<file path="src/rtl/ooo_fetch_pkg.sv">
// Shared fetch-path types and constants: the packet carried from fetch to
// decode, the fetch controller state encoding and a PC alignment helper.
package ooo_fetch_pkg;

    localparam int XLEN   = 32;
    localparam int INST_W = 32;

    localparam logic [XLEN-1:0] RESET_PC_DEFAULT = 32'h0000_0000;

    typedef struct packed {
        logic [INST_W-1:0] inst;
        logic [XLEN-1:0]   pc;
    } fetch_pkt_t;

    typedef enum logic {
        IDLE  = 1'b0,
        FETCH = 1'b1
    } fetch_state_e;

    // Instructions are word aligned; the two low PC bits are always zero.
    function automatic logic [XLEN-1:0] align_pc(input logic [XLEN-1:0] pc);
        return {pc[XLEN-1:2], 2'b00};
    endfunction

endpackage

</file>
<file path="src/rtl/fetch_buf.sv">
// Small FIFO of fetch packets between the imem response and decode.
// Push and pop may happen in the same cycle even when full or empty; flush
// empties the FIFO and overrides any push/pop in that cycle.
module fetch_buf
    import ooo_fetch_pkg::*;
#(
    parameter  int DEPTH = 2,
    localparam int CNT_W = $clog2(DEPTH + 1)
) (
    input  logic             clk,
    input  logic             rst_n,
    input  logic             push,
    input  fetch_pkt_t       push_pkt,
    input  logic             pop,
    input  logic             flush,
    output fetch_pkt_t       head_pkt,
    output logic [CNT_W-1:0] count,
    output logic             empty,
    output logic             full
);

    localparam int PTR_W = (DEPTH > 1) ? $clog2(DEPTH) : 1;

    fetch_pkt_t       mem_q [DEPTH];
    logic [PTR_W-1:0] rd_ptr_q, rd_ptr_d;
    logic [PTR_W-1:0] wr_ptr_q, wr_ptr_d;
    logic [CNT_W-1:0] count_q, count_d;
    logic             do_push;
    logic             do_pop;

    function automatic logic [PTR_W-1:0] ptr_inc(input logic [PTR_W-1:0] ptr);
        return (ptr == PTR_W'(DEPTH - 1)) ? '0 : ptr + PTR_W'(1);
    endfunction

    assign empty    = (count_q == '0);
    assign full     = (count_q == CNT_W'(DEPTH));
    assign count    = count_q;
    assign head_pkt = mem_q[rd_ptr_q];

    // Pointer and occupancy update; a push into a full FIFO only lands if a pop frees a slot.
    always_comb begin
        do_pop   = pop && !empty;
        do_push  = push && (!full || do_pop);
        rd_ptr_d = rd_ptr_q;
        wr_ptr_d = wr_ptr_q;
        count_d  = count_q;
        if (flush) begin
            rd_ptr_d = '0;
            wr_ptr_d = '0;
            count_d  = '0;
        end else begin
            if (do_pop) begin
                rd_ptr_d = ptr_inc(rd_ptr_q);
            end
            if (do_push) begin
                wr_ptr_d = ptr_inc(wr_ptr_q);
            end
            case ({do_push, do_pop})
                2'b10:   count_d = count_q + CNT_W'(1);
                2'b01:   count_d = count_q - CNT_W'(1);
                default: count_d = count_q;
            endcase
        end
    end

    // Pointer and count registers.
    always_ff @(posedge clk) begin
        if (!rst_n) begin
            rd_ptr_q <= '0;
            wr_ptr_q <= '0;
            count_q  <= '0;
        end else begin
            rd_ptr_q <= rd_ptr_d;
            wr_ptr_q <= wr_ptr_d;
            count_q  <= count_d;
        end
    end

    generate
        for (genvar gi = 0; gi < DEPTH; gi++) begin : g_entry
            // Storage entry gi captures the pushed packet when the write pointer selects it.
            always_ff @(posedge clk) begin
                if (!rst_n) begin
                    mem_q[gi] <= '0;
                end else if (do_push && !flush && (wr_ptr_q == PTR_W'(gi))) begin
                    mem_q[gi] <= push_pkt;
                end
            end
        end
    endgenerate

endmodule

</file>
<file path="src/rtl/imem_fetch_ctrl.sv">
// Instruction fetch initiator for imem RW port 0. Keeps the PC, issues one
// word read per cycle while the output buffer has room, captures the SRAM
// response one cycle later and hands {inst, pc} to decode via valid/ready.
// Redirects flush the buffer and bump an epoch so stale responses are dropped.
// Optional feature macro: IMEM_FETCH_LOAD_EN adds a word-write load port
// usable while idle.
module imem_fetch_ctrl
    import ooo_fetch_pkg::*;
#(
    parameter int          ADDR_WIDTH = 8,
    parameter int          DATA_WIDTH = 32,
    parameter logic [31:0] RESET_PC   = RESET_PC_DEFAULT,
    parameter int          BUF_DEPTH  = 2
) (
    input  logic                  clk,
    input  logic                  rst_n,
`ifdef IMEM_FETCH_LOAD_EN
    input  logic                  load_valid,
    output logic                  load_ready,
    input  logic [ADDR_WIDTH-1:0] load_addr,
    input  logic [DATA_WIDTH-1:0] load_data,
`endif
    input  logic                  fetch_en,
    input  logic                  redirect_valid,
    input  logic [31:0]           redirect_pc,
    output logic                  imem_csb0,
    output logic                  imem_web0,
    output logic [ADDR_WIDTH-1:0] imem_addr0,
    output logic [DATA_WIDTH-1:0] imem_din0,
    input  logic [DATA_WIDTH-1:0] imem_dout0,
    output logic                  inst_valid,
    input  logic                  inst_ready,
    output logic [DATA_WIDTH-1:0] inst_data,
    output logic [31:0]           inst_pc
);

    // The PC only spans the imem byte range, so increments wrap naturally.
    localparam int               PC_W       = ADDR_WIDTH + 2;
    localparam int               CNT_W      = $clog2(BUF_DEPTH + 1);
    localparam logic [PC_W-1:0]  RESET_PC_W = PC_W'(align_pc(RESET_PC));
    localparam logic [CNT_W:0]   DEPTH_W    = (CNT_W + 1)'(BUF_DEPTH);

    fetch_state_e    state_q, state_d;
    logic [PC_W-1:0] pc_q, pc_d;
    logic [PC_W-1:0] req_pc_q, req_pc_d;
    logic            inflight_q, inflight_d;
    logic            req_epoch_q, req_epoch_d;
    logic            epoch_q, epoch_d;

    fetch_pkt_t       head_pkt;
    fetch_pkt_t       push_pkt;
    logic [CNT_W-1:0] buf_count;
    logic             buf_empty;
    logic             buf_full;
    logic             buf_push;
    logic             buf_pop;

    logic            pop;
    logic            issue;
    logic            load_fire;
    logic [CNT_W:0]  occupancy;
    logic [CNT_W:0]  room_limit;

    // Redirect targets outside the imem byte range alias into it; low bits are forced to zero.
    logic unused_redirect_bits;
    assign unused_redirect_bits = ^{redirect_pc[31:PC_W], redirect_pc[1:0], buf_full};

`ifdef IMEM_FETCH_LOAD_EN
    logic load_ready_q, load_ready_d;
    assign load_ready = load_ready_q;
    assign load_fire  = load_valid && load_ready_q;
`else
    assign load_fire  = 1'b0;
`endif

    assign inst_valid = !buf_empty;
    assign pop        = inst_valid && inst_ready;
    assign inst_data  = inst_valid ? DATA_WIDTH'(head_pkt.inst) : '0;
    assign inst_pc    = inst_valid ? head_pkt.pc : '0;

    // Issue decision and imem port drive; a slot freed by this cycle's pop counts as room.
    always_comb begin
        occupancy  = {1'b0, buf_count} + {{CNT_W{1'b0}}, inflight_q};
        room_limit = DEPTH_W + {{CNT_W{1'b0}}, pop};
        issue      = (state_q == FETCH) && !redirect_valid && (occupancy < room_limit);
        imem_csb0  = !(issue || load_fire);
        imem_addr0 = issue ? pc_q[PC_W-1:2] : '0;
`ifdef IMEM_FETCH_LOAD_EN
        imem_web0  = !load_fire;
        imem_din0  = load_fire ? load_data : '0;
        if (load_fire) begin
            imem_addr0 = load_addr;
        end
`else
        imem_web0  = 1'b1;
        imem_din0  = '0;
`endif
    end

    // Response capture into the buffer; redirect or epoch change discards it.
    always_comb begin
        push_pkt.inst = INST_W'(imem_dout0);
        push_pkt.pc   = XLEN'(req_pc_q);
        buf_push      = inflight_q && (req_epoch_q == epoch_q) && !redirect_valid;
        buf_pop       = pop && !redirect_valid;
    end

    // Next-state for the FSM, PC, request tracking and epoch.
    always_comb begin
        state_d     = state_q;
        pc_d        = pc_q;
        inflight_d  = issue;
        req_pc_d    = req_pc_q;
        req_epoch_d = req_epoch_q;
        epoch_d     = epoch_q ^ redirect_valid;
        case (state_q)
            IDLE:    if (fetch_en && !load_fire) state_d = FETCH;
            FETCH:   if (!fetch_en) state_d = IDLE;
            default: state_d = IDLE;
        endcase
        if (issue) begin
            pc_d        = pc_q + PC_W'(4);
            req_pc_d    = pc_q;
            req_epoch_d = epoch_q;
        end
        if (redirect_valid) begin
            pc_d = {redirect_pc[PC_W-1:2], 2'b00};
        end
`ifdef IMEM_FETCH_LOAD_EN
        load_ready_d = (state_d == IDLE) && !inflight_d;
`endif
    end

    // Controller registers.
    always_ff @(posedge clk) begin
        if (!rst_n) begin
            state_q      <= IDLE;
            pc_q         <= RESET_PC_W;
            inflight_q   <= 1'b0;
            req_pc_q     <= '0;
            req_epoch_q  <= 1'b0;
            epoch_q      <= 1'b0;
`ifdef IMEM_FETCH_LOAD_EN
            load_ready_q <= 1'b0;
`endif
        end else begin
            state_q      <= state_d;
            pc_q         <= pc_d;
            inflight_q   <= inflight_d;
            req_pc_q     <= req_pc_d;
            req_epoch_q  <= req_epoch_d;
            epoch_q      <= epoch_d;
`ifdef IMEM_FETCH_LOAD_EN
            load_ready_q <= load_ready_d;
`endif
        end
    end

    fetch_buf #(
        .DEPTH (BUF_DEPTH)
    ) u_fetch_buf (
        .clk      (clk),
        .rst_n    (rst_n),
        .push     (buf_push),
        .push_pkt (push_pkt),
        .pop      (buf_pop),
        .flush    (redirect_valid),
        .head_pkt (head_pkt),
        .count    (buf_count),
        .empty    (buf_empty),
        .full     (buf_full)
    );

endmodule

</file>
<file path="config.mk">
export PLATFORM = sky130hd
export DESIGN_NAME = imem_fetch_ctrl
export DESIGN_NICKNAME = d
export VERILOG_FILES = /design/src/rtl/ooo_fetch_pkg.sv /design/src/rtl/fetch_buf.sv /design/src/rtl/imem_fetch_ctrl.sv
export SDC_FILE = /design/constraint.sdc
export NUM_CORES = 1
export LEC_CHECK = 0
export CAP_MARGIN = 20
export CORE_MARGIN = 2
export CORE_UTILIZATION = 48
export CTS_BUF_LIST = sky130_fd_sc_hd__clkbuf_8
export DETAILED_ROUTE_END_ITERATION = 16
export PLACE_DENSITY = 0.91
export SLEW_MARGIN = 20
export SYNTH_ARGS = -nofsm -noshare
export SYNTH_HDL_FRONTEND = slang
export SYNTH_SLANG_ARGS = --single-unit
export TNS_END_PERCENT = 1
</file>
<file path="constraint.sdc">
create_clock -name clk -period 5.9 [get_ports clk]
set_input_delay 1.18 -clock clk [delete_from_list [all_inputs] [get_ports clk]]
set_output_delay 1.18 -clock clk [all_outputs]
set_load 0.03 [all_outputs]
</file>
**After elaboration in Yosys (flattened, before gate mapping)**

Memory sizes are Yosys's and may differ from the RTL's. A register that Yosys moved wholly into a read port is not among the register bits.
Cells that the tools add are included.

- Logic and storage cells: 68
- Flip-flop bits (word level): 28
- Memories: 1
- Bits in latches: 0
- Input port bits: 69
- Output and inout port bits: 107
- ROM bits: 0
- Bits in writable memories: 84

Memories:

| name | depth | bits a word | rd ports | clocked after Yosys merged registers in | write ports | RTL line | text |
|---|---|---|---|---|---|---|---|
| u_fetch_buf.mem_q | 2 | 42 | 1 | 1 | 2 | fetch_buf.sv:24 | `fetch_pkt_t mem_q [DEPTH];` |

- Multipliers: 0
- Bitwise operators: 5
- Shift-type cells: 0
- Magnitude comparators: 1
- Equality and inequality tests: 4
- Reduce and logical (&&, ||, !) cells: 20
- Divide/modulo/power cells: 0
- Add/subtract/negate cells: 7
- Mux-type cells: 20

Operator list:

| cell | count |
|---|---|
| 2-to-1 mux 42 bit | 2 |
| 2-to-1 mux 32 bit | 2 |
| 2-to-1 mux 10 bit | 2 |
| 2-to-1 mux 1 bit | 12 |
| logical AND 1 bit | 11 |
| adder 10 x 3 -> 10 bit, second input constant | 1 |
| 2-to-1 mux 8 bit | 1 |
| equality test 2 bit, second input constant | 2 |
| logical NOT 1 bit | 4 |
| one-hot mux 2 bit (2 select lines) | 1 |
| nonzero test 2 bit | 2 |
| adder 2 x 1 -> 3 bit | 1 |
| adder 2 x 1 -> 3 bit, first input constant | 1 |
| less-than comparator 3 bit | 1 |
| adder 1 bit, second input constant | 2 |
| adder 2 x 1 -> 2 bit, second input constant | 1 |
| equality test 2 x 1 -> 1 bit, second input constant | 1 |
| logical NOT 2 bit | 1 |
| inverter 1 bit | 2 |
| OR 1 bit | 2 |
| OR reduction 2 bit | 1 |
| subtractor 2 x 1 -> 2 bit, second input constant | 1 |
| equality test 1 bit | 1 |
| logical OR 1 bit | 1 |
| bitwise XOR 1 bit | 1 |

**Depth between registers and ports, before layout**

- Depth after elaboration: 13
- Mapped depth: 7
- Gate-level depth less buffers: 6

**Modules after synthesis**

From an unflattened synthesis, not the netlist that was laid out.

- Cells, all modules: 667
- Area, all modules: 7427.1 um^2

Modules (own cells, without submodules):

| module | cells each | sequential area each (um^2) | area each (um^2) | instances |
|---|---|---|---|---|
| fetch_buf | 448 | 3943.8 | 5748.0 | 1 |
| imem_fetch_ctrl | 219 | 400.4 | 1679.1 | 1 |

**Worst setup path before layout**

OpenSTA, ideal clock, no wires.

- Kind: input to register
- Start: in redirect_valid
- End: mem u_fetch_buf.mem_q[0][10] (netlist bit) (enable)
- Arrival: 4625 ps
- Cell stages on the path: 3
- Slack: 782 ps
- Required time: 5407 ps
- Setup time: 493 ps
- Path buffers: 0
- Path through: nand2b_1 -> a311o_4 -> o21ai_0

RTL lines:

| item | RTL line | text |
|---|---|---|
| from (decl) | imem_fetch_ctrl.sv:24 | `input logic redirect_valid,` |
| to (decl) | fetch_buf.sv:24 |  |

**Worst setup path after layout**

- Start: in inst_ready
- End: out imem_addr0[0]

- Word-level cells in the longest chain between the ends: 5

RTL lines:

| item | RTL line | text |
|---|---|---|
| from (decl) | imem_fetch_ctrl.sv:32 | `input logic inst_ready,` |
| logical AND 1 bit | imem_fetch_ctrl.sv:77 | `assign pop = inst_valid && inst_ready;` |
| adder 2 x 1 -> 3 bit | imem_fetch_ctrl.sv:84 | `room_limit = DEPTH_W + {{CNT_W{1'b0}}, pop};` |
| less-than comparator 3 bit | imem_fetch_ctrl.sv:85 | `issue = (state_q == FETCH) && !redirect_valid && (occupancy < room_limit);` |
| logical AND 1 bit | imem_fetch_ctrl.sv:85 |  |
| 2-to-1 mux 8 bit | imem_fetch_ctrl.sv:87 | `imem_addr0 = issue ? pc_q[PC_W-1:2] : '0;` |
| to (decl) | imem_fetch_ctrl.sv:28 | `output logic [ADDR_WIDTH-1:0] imem_addr0,` |

Every way passes these cells.

==> flow_summary.yaml <==
floorplan:
  start_util_pct: 48.9
  fp.dieH_um: 109
  coreArea_um2: 10800
  io_pins: 176
  dieArea_um2: 11800
  die_w_um: 109
  fp-row-count: 38
sta:
  slew_headroom_pct: 37.0
  final_max_slew_viol_count: 0
  tightest_slew_ns: 0.942
  fmax_mhz: 214
  finalHoldViolCount: 0
  holdWs_ns: 0.498
  finalCriticalPeriod_ns: 4.68
  fin_crit_sh_pct: 79.3
  rsz0062_at_grt: "false"
  fin_tns_setup_ns: 0
  finClkSkew_ns: 0.0178
  setup_violations: 0
worst_setup_path:
  start_kind: "input port"
  endpoint: "imem_addr0[0]"
  rr_worst_depth: 5
  r2r-start: "u_fetch_buf.count[0]"
  ff2ff_setup_slack_ns: 3.53
  crit_fanout: 10
  cp.required_ns: 4.72
  critPathCaptureType: "primary output"
  path_class: "in2out"
  critPathArrivalTime_ns: 3.50
  crit_start: "inst_ready"
  worstReg2RegEnd: "u_fetch_buf.mem_q[0][21]"
pwr:
  pwr_density_cell_nw_per_um2: 221
  p_seq_share_pct: 60.3
  power_leakage_uw: 0.00230
  p_comb_share_pct: 10.0
  irDropWorstVdd_mv: 0.105
  power_switching_uw: 358
  intPower_uw: 1020
  power.total_uw: 1380
  p_clk_share_pct: 29.7
  swShare_pct: 26.0
global_route:
  grt_max_degree: 42
  overflow: 0
  antenna_found_initial: 0
  grt_pass1_wl_mm: 16.2
  first_global_vias: 3412
  grt_usage_pct: 17.9
clock_network:
  clock_latency_ns: 0.38
  cts_buffer_depth: 2
  numCtsBuffers: 9
  htreeDepth: 3
  clkTransAtPathRegs_ns: 0.10
  cts-root-buf: "clkbuf_8"
  ctsResizeCount: 0
  cts_tree: "yes"
  holdBufCountCts: 0
  cts_sinks: 105
  cts_setup_buffers: 0
drt:
  wl_per_cell_um: 14.7
  first_pass_iters: 4
  num_vias: 3473
  drtIter0Drc: 177
  drt_wl_total_mm: 10.3
  viasPerCell: 4.96
  postRouteAntennaNets: 0
  route.detailed.drc: 0
synthesis:
  ys_warn_count: 0
  synth_area_leaders: "edfxtp_1 (46%), and2_1 (9.6%), dfxtp_1 (9.5%), buf_4 (8.3%), mux2i_1 (7.8%)"
  async_reset_ff_share_pct: 0
  yosys.area.top_type: "edfxtp_1"
  ys_ff_latch: 105
  syn-cell-area_um2: 5280
  yosysMostFrequentCell: "and2_1"
  synth_top_area_share_pct: 45.5
  ys_types: 36
  synthesis.instances: 471
  synth_commonest_cells: "and2_1 (81), edfxtp_1 (80), buf_4 (58)"
  ys_seq_area_share_pct: 55.0
  synth_edf_count: 80
  synth-main-ff-cell: "edfxtp_1"
  synth_area_per_cell_um2: 11.2
run_status:
  status: "finished clean"
placed_design:
  gp_congestion: 0.856
  hpwl_mm: 6.91
  io_buffers: 94
worst_hold_path:
  hold_path_class: "reg2reg"
finish:
  drive_gt1_share_pct: 5.36
  area_growth_pct: 18.4
  diodes: 0
  layout.nets: 627
run:
  cap_violations: 0
==> stage by stage <==
step	area [um2]	worst slack (ns)	cells	utilization, %
floorplan	5480	0.782	526	-
global placement	6070	1.33	684	56.3
detailed placement	6070	1.25	684	56.3
CTS	6250	1.24	700	57.9
global route	6250	0.989	700	57.9
finish	6250	1.22	700	57.9
==> power groups by stage <==
stage	clock network, uW	logic, uW	registers [uW]
floorplan	0	118	847
global placement	0	134	845
detailed placement	0	137	848
CTS	421	138	831
global route	452	149	834
finish	410	138	831
==> layout by cell type (no fill, tap or decap), drive strengths merged, types with 3 or more instances in the layout <==
cell,count
or3,5
conb,57
edfxtp,80
inv,18
clkdlybuf4s50,94
buf,5
a21oi,10
nand2,7
nor2,47
nand2b,3
dfxtp,25
a31oi,8
nand3,12
ha,3
o21ai,29
and2,81
clkbuf,9
mux2i,41
clkinv,3
nor3,6
==> worst min-delay path by stage <==
stage,endpoint,slack [ns],cells past startpoint,from
CTS,req_pc_q[6],0.50,2,req_pc_q[6]
finish,req_pc_q[6],0.50,2,req_pc_q[6]
detailed placement,req_pc_q[6],0.48,2,req_pc_q[6]
global route,req_pc_q[6],0.53,2,req_pc_q[6]
floorplan,req_pc_q[2],0.46,2,req_pc_q[2]
global placement,req_pc_q[7],0.47,2,req_pc_q[7]
==> layout make-up <==
class / count / area (um2)
inverter: 14 / 52.6
clock inverter: 7 / 51.3
tap: 140 / 175
timing repair buffer: 99 / 978
multi-input combinational: 326 / 1960
fill: 906 / 4540
clock buffer: 9 / 124
sequential: 105 / 2900
==> logic make-up (layout without fill, tap and decap cells) <==
kind of cell | count (synthesis) | after routing | share of synthesized area, %
adders and majority gates | 3 | 3 | 0.711
and+or+nand+nor | 168 | 168 | 17.5
xor gates and xnor gates | 4 | 4 | 0.664
muxes | 41 | 41 | 7.78
DFF | 105 | 105 | 55.0
other | 2 | 57 | 0.142
buffers and inverters | 95 | 129 | 12.3
AOI/OAI and AO/OA | 53 | 53 | 5.95
==> layer usage <==
metal | track usage (%) | wire length, um | up-vias
met1 | 20.6 | 4150 | 1669
met3 | 4.78 | 595 | 11
met4 | 5.86 | 171 | 0
met2 | 32.1 | 5400 | 124
li1 | - | - | 1669
met5 | 0 | 0 | -
==> critical path, stage by stage <==
cell	delay [ns]
clkdlybuf4s50_1	0.57
o21ai_2	0.11
o21ai_1	0.57
nand3_1	0.28
inv_1	0.11
clkdlybuf4s50_1	0.67
==> registers in the layout, summed over array words and instances (netlist names), 2 cells and up, named ones only <==
name	flops
pc_q	8
req_pc_q	8
u_fetch_buf.count	2
u_fetch_buf.mem_q	80
(Power assumes the default switching activity.)
